`src/rtl/tremolo_pkg.sv`:
```
// Shared types and constants for the tremolo amplitude-modulation stage.
// Optional macro TREM_DEPTH_RAMP_EN is consumed by tremolo_modulator.sv.
package tremolo_pkg;

    typedef enum logic [1:0] {
        S_IDLE = 2'd0,
        S_GAIN = 2'd1,
        S_MUL  = 2'd2,
        S_OUT  = 2'd3
    } state_e;

    localparam int                GAIN_W     = 17;
    localparam int                GAIN_FRAC  = 15;
    localparam logic [GAIN_W-1:0] GAIN_ONE   = 17'd32768;
    localparam longint            LFO_HALF   = 64'sd1073741824;
    localparam int                ROUND_HALF = 16384;
    localparam int                U_SHIFT    = 16;

endpackage

```
`src/rtl/tremolo_gain.sv`:
```
// Combinational LFO/depth/enable to unsigned Q1.15 gain mapping.
// Maps the nominal LFO range onto u = 0..32768; out-of-range words clamp instead of wrapping.
module tremolo_gain
    import tremolo_pkg::*;
#(
    parameter int LFO_W = 32
) (
    input  logic signed [LFO_W-1:0] lfo_i,
    input  logic        [2:0]       depth_i,
    input  logic                    enable_i,
    output logic        [GAIN_W-1:0] gain_o
);

    logic signed [LFO_W:0]      biased;
    logic signed [LFO_W:0]      shifted;
    logic        [GAIN_W-1:0]   u;
    logic        [GAIN_W-1:0]   span;
    logic        [GAIN_W+2:0]   scaled;

    always_comb begin
        biased  = $signed({lfo_i[LFO_W-1], lfo_i}) + $signed((LFO_W+1)'(LFO_HALF));
        shifted = biased >>> U_SHIFT;
        if (shifted[LFO_W]) begin
            u = '0;
        end else if (shifted > $signed((LFO_W+1)'(GAIN_ONE))) begin
            u = GAIN_ONE;
        end else begin
            u = GAIN_W'(shifted);
        end
        span   = GAIN_ONE - u;
        scaled = {{GAIN_W{1'b0}}, depth_i} * {3'b000, span};
        if (enable_i) begin
            gain_o = GAIN_ONE - GAIN_W'(scaled >> 3);
        end else begin
            gain_o = GAIN_ONE;
        end
    end

endmodule

```
`src/rtl/tremolo_modulator.sv`:
```
// Tremolo stage: capture -> gain -> multiply -> round/saturate, one sample per 4 cycles.
// Define TREM_DEPTH_RAMP_EN to slew the applied depth by one step per accepted sample.
module tremolo_modulator
    import tremolo_pkg::*;
#(
    parameter int DATA_W = 16,
    parameter int LFO_W  = 32,
    parameter int DROP_W = 8
) (
    input  logic              i_clk,
    input  logic              i_rst,
    input  logic              i_valid,
    input  logic [DATA_W-1:0] i_sample,
    input  logic [LFO_W-1:0]  i_lfo,
    input  logic [2:0]        i_depth,
    input  logic              i_enable,
    output logic [DATA_W-1:0] o_sample,
    output logic              o_valid,
    output logic              o_busy,
    output logic [DROP_W-1:0] o_drop_cnt,
    output logic [1:0]        o_dbg_state
);

    localparam int PROD_W = DATA_W + GAIN_W + 1;

    // Handshake: i_valid is a one-cycle strobe accepted only in S_IDLE; o_valid is a
    // one-cycle strobe marking a new o_sample, which then holds until the next strobe.

    state_e                     state_q, state_d;
    logic signed [DATA_W-1:0]   sample_q, sample_d;
    logic        [LFO_W-1:0]    lfo_q, lfo_d;
    logic        [2:0]          depth_q, depth_d;
    logic                       enable_q, enable_d;
    logic        [GAIN_W-1:0]   gain_q, gain_d;
    logic signed [PROD_W-1:0]   prod_q, prod_d;
    logic        [DATA_W-1:0]   out_q, out_d;
    logic                       valid_q, valid_d;
    logic        [DROP_W-1:0]   drop_q, drop_d;

    logic        [GAIN_W-1:0]   gain_c;
    logic signed [PROD_W-1:0]   rounded;
    logic signed [PROD_W-1:0]   out_max;
    logic signed [PROD_W-1:0]   out_min;

    tremolo_gain #(
        .LFO_W (LFO_W)
    ) u_gain (
        .lfo_i    ($signed(lfo_q)),
        .depth_i  (depth_q),
        .enable_i (enable_q),
        .gain_o   (gain_c)
    );

    always_ff @(posedge i_clk or posedge i_rst) begin
        if (i_rst) begin
            state_q  <= S_IDLE;
            sample_q <= '0;
            lfo_q    <= '0;
            depth_q  <= '0;
            enable_q <= 1'b0;
            gain_q   <= '0;
            prod_q   <= '0;
            out_q    <= '0;
            valid_q  <= 1'b0;
            drop_q   <= '0;
        end else begin
            state_q  <= state_d;
            sample_q <= sample_d;
            lfo_q    <= lfo_d;
            depth_q  <= depth_d;
            enable_q <= enable_d;
            gain_q   <= gain_d;
            prod_q   <= prod_d;
            out_q    <= out_d;
            valid_q  <= valid_d;
            drop_q   <= drop_d;
        end
    end

    always_comb begin
        state_d  = state_q;
        sample_d = sample_q;
        lfo_d    = lfo_q;
        depth_d  = depth_q;
        enable_d = enable_q;
        gain_d   = gain_q;
        prod_d   = prod_q;
        out_d    = out_q;
        valid_d  = 1'b0;
        drop_d   = drop_q;

        out_max = $signed(PROD_W'((1 << (DATA_W - 1)) - 1));
        out_min = -$signed(PROD_W'(1 << (DATA_W - 1)));
        rounded = (prod_q + $signed(PROD_W'(ROUND_HALF))) >>> GAIN_FRAC;

        unique case (state_q)
            S_IDLE: begin
                if (i_valid) begin
                    sample_d = $signed(i_sample);
                    lfo_d    = i_lfo;
                    enable_d = i_enable;
`ifdef TREM_DEPTH_RAMP_EN
                    // depth_q acts as the slewed effective depth: one step toward i_depth.
                    if (i_depth > depth_q) begin
                        depth_d = depth_q + 3'd1;
                    end else if (i_depth < depth_q) begin
                        depth_d = depth_q - 3'd1;
                    end
`else
                    depth_d  = i_depth;
`endif
                    state_d  = S_GAIN;
                end
            end
            S_GAIN: begin
                gain_d  = gain_c;
                state_d = S_MUL;
            end
            S_MUL: begin
                prod_d  = sample_q * $signed({1'b0, gain_q});
                state_d = S_OUT;
            end
            S_OUT: begin
                if (rounded > out_max) begin
                    out_d = DATA_W'(out_max);
                end else if (rounded < out_min) begin
                    out_d = DATA_W'(out_min);
                end else begin
                    out_d = DATA_W'(rounded);
                end
                valid_d = 1'b1;
                state_d = S_IDLE;
            end
            default: state_d = S_IDLE;
        endcase

        if (i_valid && (state_q != S_IDLE) && (drop_q != {DROP_W{1'b1}})) begin
            drop_d = drop_q + 1'b1;
        end
    end

    assign o_sample    = out_q;
    assign o_valid     = valid_q;
    assign o_busy      = (state_q != S_IDLE);
    assign o_drop_cnt  = drop_q;
    assign o_dbg_state = state_q;

endmodule
```
`config.mk`:
```
export PLATFORM = sky130hd
export DESIGN_NAME = tremolo_modulator
export DESIGN_NICKNAME = d
export VERILOG_FILES = /design/src/rtl/tremolo_pkg.sv /design/src/rtl/tremolo_gain.sv /design/src/rtl/tremolo_modulator.sv
export SDC_FILE = /design/constraint.sdc
export NUM_CORES = 1
export LEC_CHECK = 0
export ABC_AREA = 1
export CAP_MARGIN = 20
export CORE_ASPECT_RATIO = 2
export CORE_MARGIN = 1.5
export CORE_UTILIZATION = 35
export DETAILED_ROUTE_END_ITERATION = 7
export GPL_TIMING_DRIVEN = 0
export PLACE_DENSITY = 0.52
export SLEW_MARGIN = 10
export SYNTH_ARGS = -nofsm -noshare
export SYNTH_HDL_FRONTEND = slang
export SYNTH_SLANG_ARGS = --single-unit
```
`constraint.sdc`:
```
create_clock -name i_clk -period 10.6 [get_ports i_clk]
set_input_delay 1.06 -clock i_clk [delete_from_list [all_inputs] [get_ports i_clk]]
set_output_delay 1.06 -clock i_clk [all_outputs]
set_load 0.005 [all_outputs]
```
==> results.ini, run 1 <==
[clock_tree]
cts_buffer_depth = 2
clockRootBuffer = clkbuf_16
clk_pin_slew_ns = 0.08
h-tree-depth = 3
cts_tree = done
cts_setup_buffers = 0
cts_num_sinks = 100
cts_buffers = 9
clock_latency_ns = 0.40
cts.repair.resized = 0
cts_hold_buf = 0

[timing]
rsz0062_at_grt = false
skew_ns = 0.0127
period_share_pct = 67.4
worstMarginPinSlew_ns = 0.999
final_hold_viol_count = 0
setup_viol = 0
fin_crit_ns = 7.15
fin_setup_tns_ns = 0
relSlewSlack_pct = 33.4
finalMaxSlewViolations = 0
whs_ns = 0.503
timing.fmax_mhz = 140

[setup_path]
crit_path_start_kind = flop
crit_path_end_kind = flop
cp.arrival_ns = 7.41
startpoint = sample_q[10]$_DFFE_PP0P_
r2r-start = sample_q[10]$_DFFE_PP0P_
required_ns = 10.86
cp_max_fo = 10
crit_type = reg -> reg

[synthesis]
synthFlopType = dfrtp_1
syn_area_sq_um = 15900
synth_seq_area_share_pct = 15.7
synth-async-reset-ratio_pct = 100
synthCells = 2074
syn_nets = 2498
synth_cell_types = 51
yosysWarnings = 0
synth-seq-cells = 100
avgSynthCellArea_sq_um = 7.68
synth_enable_flop_cells = 0

[layout]
fin_nets = 2576
final_common_cell = nand2_1
fin_area_sq_um = 17600
fillers = 4721
diodes = 0
area_growth_pct = 10.6
final_cell_mix = 510 x nand2_1, 496 x inv_1, 223 x fa_1
area.sequential_sq_um = 2500
multi_input_area_sq_um = 11200
final_layout_size_suffix_gt1_share_pct = 4.41

[hold_path]
hold_path_class = reg -> reg
hp-start = o_sample[15]$_DFFE_PP0P_

[floorplanning]
core_sq_um = 45000
rows = 110
ios = 83
die_w_microns = 154
die_y_microns = 305
dieArea_sq_um = 46900
initial_core_util_pct = 35.4

[placement]
hpwl_microns = 42300
gp_congestion = 0.977
port_buffers = 66
place_area_sq_um = 17300

[routing]
drc = 0
via_per_inst = 4.81
drtIter0Drc = 376
vias = 13100
drt_first_pass_iters = 5
wl_microns = 48700
ant_nets = 0
post_drt_wl_per_cell_microns = 17.9

[grt]
overflow = 0
grt_pass1_vias = 14300
antenna_found_initial = 0
gr-usage-all-layers_pct = 21.8
grt_pass1_wl_microns = 76400
grt_max_degree = 57

[flow_run]
cap_violations = 0

[status]
status = finished, final reports clean

==> layout make-up <==
| class | instances | share of cell area, % |
|---|---|---|
| clock inverter | 6 | 0.440 |
| buffer | 85 | 1.96 |
| timing repair buffer | 67 | 3.90 |
| inverter | 499 | 10.6 |
| clock buffer | 9 | 1.28 |
| sequential | 100 | 14.2 |
| multi-input combinational | 1390 | 63.6 |
| tap | 560 | 3.97 |
==> flip-flops by register name, indices dropped and copies added (netlist names) <==
name,cells
depth_q,3
o_dbg_state,2
o_drop_cnt,8
o_valid,1
gain_q,17
lfo_q,16
o_sample,16
prod_q,20
sample_q,16
enable_q,1
==> metal layers <==
layer  global-route usage [%]  wire [microns]  vias to the layer above
li1                         -               -                     6345
met1                     17.8           14700                     6262
met2                     44.9           28400                      290
met3                     2.56            1260                      176
met4                     17.0            4280                        0
met5                        0               0                        -
==> final timing paths <==
path                                              to  slack, ns  cells past startpoint
setup / recovery              prod_q[33]$_DFFE_PP0P_       3.45                     21
hold / removal              o_sample[15]$_DFFE_PP0P_       0.50                      2
setup reg to reg              prod_q[33]$_DFFE_PP0P_       3.45                     21
hold reg to reg             o_sample[15]$_DFFE_PP0P_       0.50                      2
max in group asynchronous    sample_q[8]$_DFFE_PP0P_       8.88                      3
min in group asynchronous  o_drop_cnt[7]$_DFFE_PP0P_       1.04                      2
==> metrics by stage <==
step	utilization (%)	setup slack, ns	cells
2_1_floorplan	-	4.84	2074
3_3_place_gp	38.4	3.46	2700
3_5_place_dp	38.5	3.49	2701
4_1_cts	39.2	3.47	2716
5_1_grt	39.2	3.07	2716
6_report	39.2	3.45	2716
==> synth_stat cells, types with 5 or more instances <==
cell      number  area [sq um]
ha_1         146          1830
o21ai_0       65           325
inv_1        497          1870
mux2_2        30           338
nand2_1      510          1910
fa_1         223          4460
a21oi_2       10          87.6
xnor2_1       18           158
a31oi_1        5          31.3
dfrtp_1      100          2500
nand3b_1       5          37.5
nand4_1       12          75.1
nor2_1       121           454
xor2_1        30           263
nand3_1       75           375
or2_2         10          62.6
nand3_2        5          50.1
nor3_1         9          45.0
clkbuf_1      77           289
o22ai_1        5          31.3
a21oi_1       71           355
==> cell families after synthesis <==
family | Yosys count | share of synthesized area (%)
and+or+nand+nor | 765 | 19.8
xor gates and xnor gates | 48 | 2.64
AOI/OAI and AO/OA | 178 | 6.35
adders and majority gates | 369 | 39.5
buffers and inverters | 584 | 13.9
DFF | 100 | 15.7
muxes | 30 | 2.12
==> critical path, cell delays in order, from the launching register on <==
cell and delay, ns:
dfrtp_1 0.32, clkbuf_1 0.67, clkbuf_1 0.68, nand2_1 0.11, inv_1 0.10, fa_1 0.45, fa_1 0.54, fa_1 0.57
fa_1 0.56, inv_1 0.05, fa_1 0.52, inv_1 0.05, fa_1 0.42, ha_1 0.35, a21oi_1 0.21, o21ai_0 0.20
a21oi_1 0.35, o21ai_0 0.12, a2111oi_0 0.43, nand3b_1 0.13, nand3_1 0.09, o21ai_0 0.08
Power of run 1 is left out: the tool's default activity adds up to more than one toggle a clock period on the data nets, which glitch-free logic cannot reach.
==> inputs of run 2 (changes only) <==
--- a/config.mk
+++ b/config.mk
@@ -12,7 +12,7 @@
 export CORE_UTILIZATION = 35
 export DETAILED_ROUTE_END_ITERATION = 7
 export GPL_TIMING_DRIVEN = 0
-export PLACE_DENSITY = 0.52
+export PLACE_DENSITY = 0.54
 export SLEW_MARGIN = 10
 export SYNTH_ARGS = -nofsm -noshare
 export SYNTH_HDL_FRONTEND = slang
==> constraint.sdc (replaced) <==
create_clock -name i_clk -period 5.98 [get_ports i_clk]
set_input_delay 0.598 -clock i_clk [delete_from_list [all_inputs] [get_ports i_clk]]
set_output_delay 0.598 -clock i_clk [all_outputs]
set_load 0.005 [all_outputs]
==> results.ini, run 2 (synthesis gave the netlist of run 1 again) <==
[setup_path]
critPathMaxStageDelay_ns = 0.56  ; -0.12 ns
r2r_slack_ns = 0.13  ; -3.32 ns
path_cells = buf_12 -> nand2_1 -> fa_1 -> fa_1 -> inv_1 -> fa_1 -> inv_1 -> fa_1 -> fa_1 -> inv_1 -> fa_1 -> ha_2 -> a21oi_4 -> o21ai_1 -> inv_1 -> o21bai_1 -> a221oi_2 -> nand2_1 -> or2_2 -> nand3_1 -> o21ai_0
cp_common_cell = fa_1
crit_type = reg -> reg
cp_max_fo = 10  ; unchanged
required_ns = 6.25  ; -4.61 ns
crit_path_start_kind = flop
cp.arrival_ns = 6.11  ; -1.30 ns
crit_path_end_kind = flop
crit_slowest_cell = fa_1

[layout]
final_cell_mix = 499 x nand2_1, 495 x inv_1, 217 x fa_1
top_register = prod_q
area_growth_pct = 16.5
final_common_cell = nand2_1
diodes = 0  ; unchanged
stdcell_count = 2738  ; +0.81%
largest_reg_flops = 20  ; unchanged
fin_nets = 2597  ; +0.82%
biggestRegsByFlops = prod_q (20), gain_q (17)
final_layout_size_suffix_gt1_share_pct = 12.4  ; +8.0 points

[flow_run]
cap_violations = 0  ; unchanged

[placement]
dpl.cell_count = 2701  ; unchanged
gp_congestion = 0.946  ; -3.2%
port_buffers = 66  ; unchanged
hpwl_microns = 41500  ; -2.0%
pre_cts_slack_ns = -1.16  ; -4.65 ns

[timing]
fin_crit_ns = 5.85  ; -1.30 ns
rsz0062_at_grt = true
final_hold_viol_count = 0  ; unchanged
whs_ns = 0.495  ; -0.00729 ns
finalMaxSlewViolations = 0  ; unchanged
worstMarginPinSlew_ns = 0.995  ; -0.00344 ns
fin_setup_tns_ns = 0  ; unchanged
skew_ns = 0.0152  ; +0.00255 ns
relSlewSlack_pct = 33.6  ; +0.23 points
final.setup.worst_slack_ns = 0.134  ; -3.32 ns
period_share_pct = 97.8  ; +30 points
timing.fmax_mhz = 171  ; +22%
setup_viol = 0  ; unchanged

[hold_path]
hold_path_class = reg -> reg

[clock_tree]
cts_num_sinks = 100  ; unchanged
cts_tree = done
clockRootBuffer = clkbuf_16
h-tree-depth = 3  ; unchanged
clk_pin_slew_ns = 0.08  ; about the same
cts_buffers = 9  ; unchanged
cts_buffer_depth = 2  ; unchanged
cts_hold_buf = 0  ; unchanged
clock_latency_ns = 0.40  ; about the same

[floorplanning]
core_sq_um = 45000  ; unchanged
rows = 110  ; unchanged
dieArea_sq_um = 46900  ; unchanged
ios = 83  ; unchanged
die_y_microns = 305  ; unchanged
initial_core_util_pct = 35.4  ; unchanged
die_w_microns = 154  ; unchanged

[routing]
ant_nets = 0  ; unchanged
post_drt_wl_per_cell_microns = 18.5  ; +3.1%
via_per_inst = 4.91  ; +2.0%
vias = 13400  ; +2.8%
drc = 0  ; unchanged
wl_microns = 50600  ; +4.0%
drt_first_pass_iters = 5  ; unchanged
drtIter0Drc = 444  ; +18%

[grt]
antenna_found_initial = 0  ; unchanged
gr-usage-all-layers_pct = 22.2  ; +0.42 points
grt_pass1_wl_microns = 77500  ; +1.4%
grt_pass1_vias = 14500  ; +1.6%
overflow = 0  ; unchanged
grt_max_degree = 52  ; -8.8%

[status]
status = finished, final reports clean

[run 2: critical path, delay by kind of cell (launching register included)]
family | cells | cell delay [ns]
buffers and inverters | 5 | 0.49
and+or+nand+nor | 4 | 0.59
DFF | 1 | 0.50
adders and majority gates | 7 | 3.47
AOI/OAI and AO/OA | 5 | 0.66
[run 2: layout make-up]
type | count | area (sq um)
Fill cell | 4567 | 26400
Multi-Input combinational cell | 1390 | 11600
Sequential cell | 100 | 2550
Inverter | 499 | 1880
Timing Repair Buffer | 117 | 1080
Tap cell | 560 | 701
Buffer | 56 | 482
Clock buffer | 10 | 239
Clock inverter | 6 | 66.3
[run 2: stage by stage]
stage,cell area [sq um],util [%]
after floorplan,15900,-
after global placement,17300,38.4
after detailed placement,17300,38.5
after CTS,18100,40.1
after global routing,18600,41.3
final,18600,41.3
[run 2: repair_timing]
action | in CTS | in global routing
pin swaps | 2 | 24
endpoints found under the setup margin | 21 | 16
resized for setup | 138 | 85
setup buffers | 20 | 29
gates cloned | 1 | 0
[run 2: routing by layer]
layer	GRT usage [%]	routed length [microns]
met5	0	0
met3	2.79	1430
met2	45.2	29200
met1	17.4	14700
met4	20.3	5270
[run 2: worst paths after layout]
kind / to / start / cells after the start
hold reg to reg: o_drop_cnt[7]$_DFFE_PP0P_ / o_drop_cnt[7]$_DFFE_PP0P_ / 1
hold / removal: o_drop_cnt[7]$_DFFE_PP0P_ / o_drop_cnt[7]$_DFFE_PP0P_ / 1
setup reg to reg: prod_q[28]$_DFFE_PP0P_ / sample_q[14]$_DFFE_PP0P_ / 21
max in group asynchronous: sample_q[8]$_DFFE_PP0P_ / i_rst / 3
min in group asynchronous: o_drop_cnt[7]$_DFFE_PP0P_ / i_rst / 2
setup / recovery: prod_q[28]$_DFFE_PP0P_ / sample_q[14]$_DFFE_PP0P_ / 21
Power of run 2 is left out for the same reason.
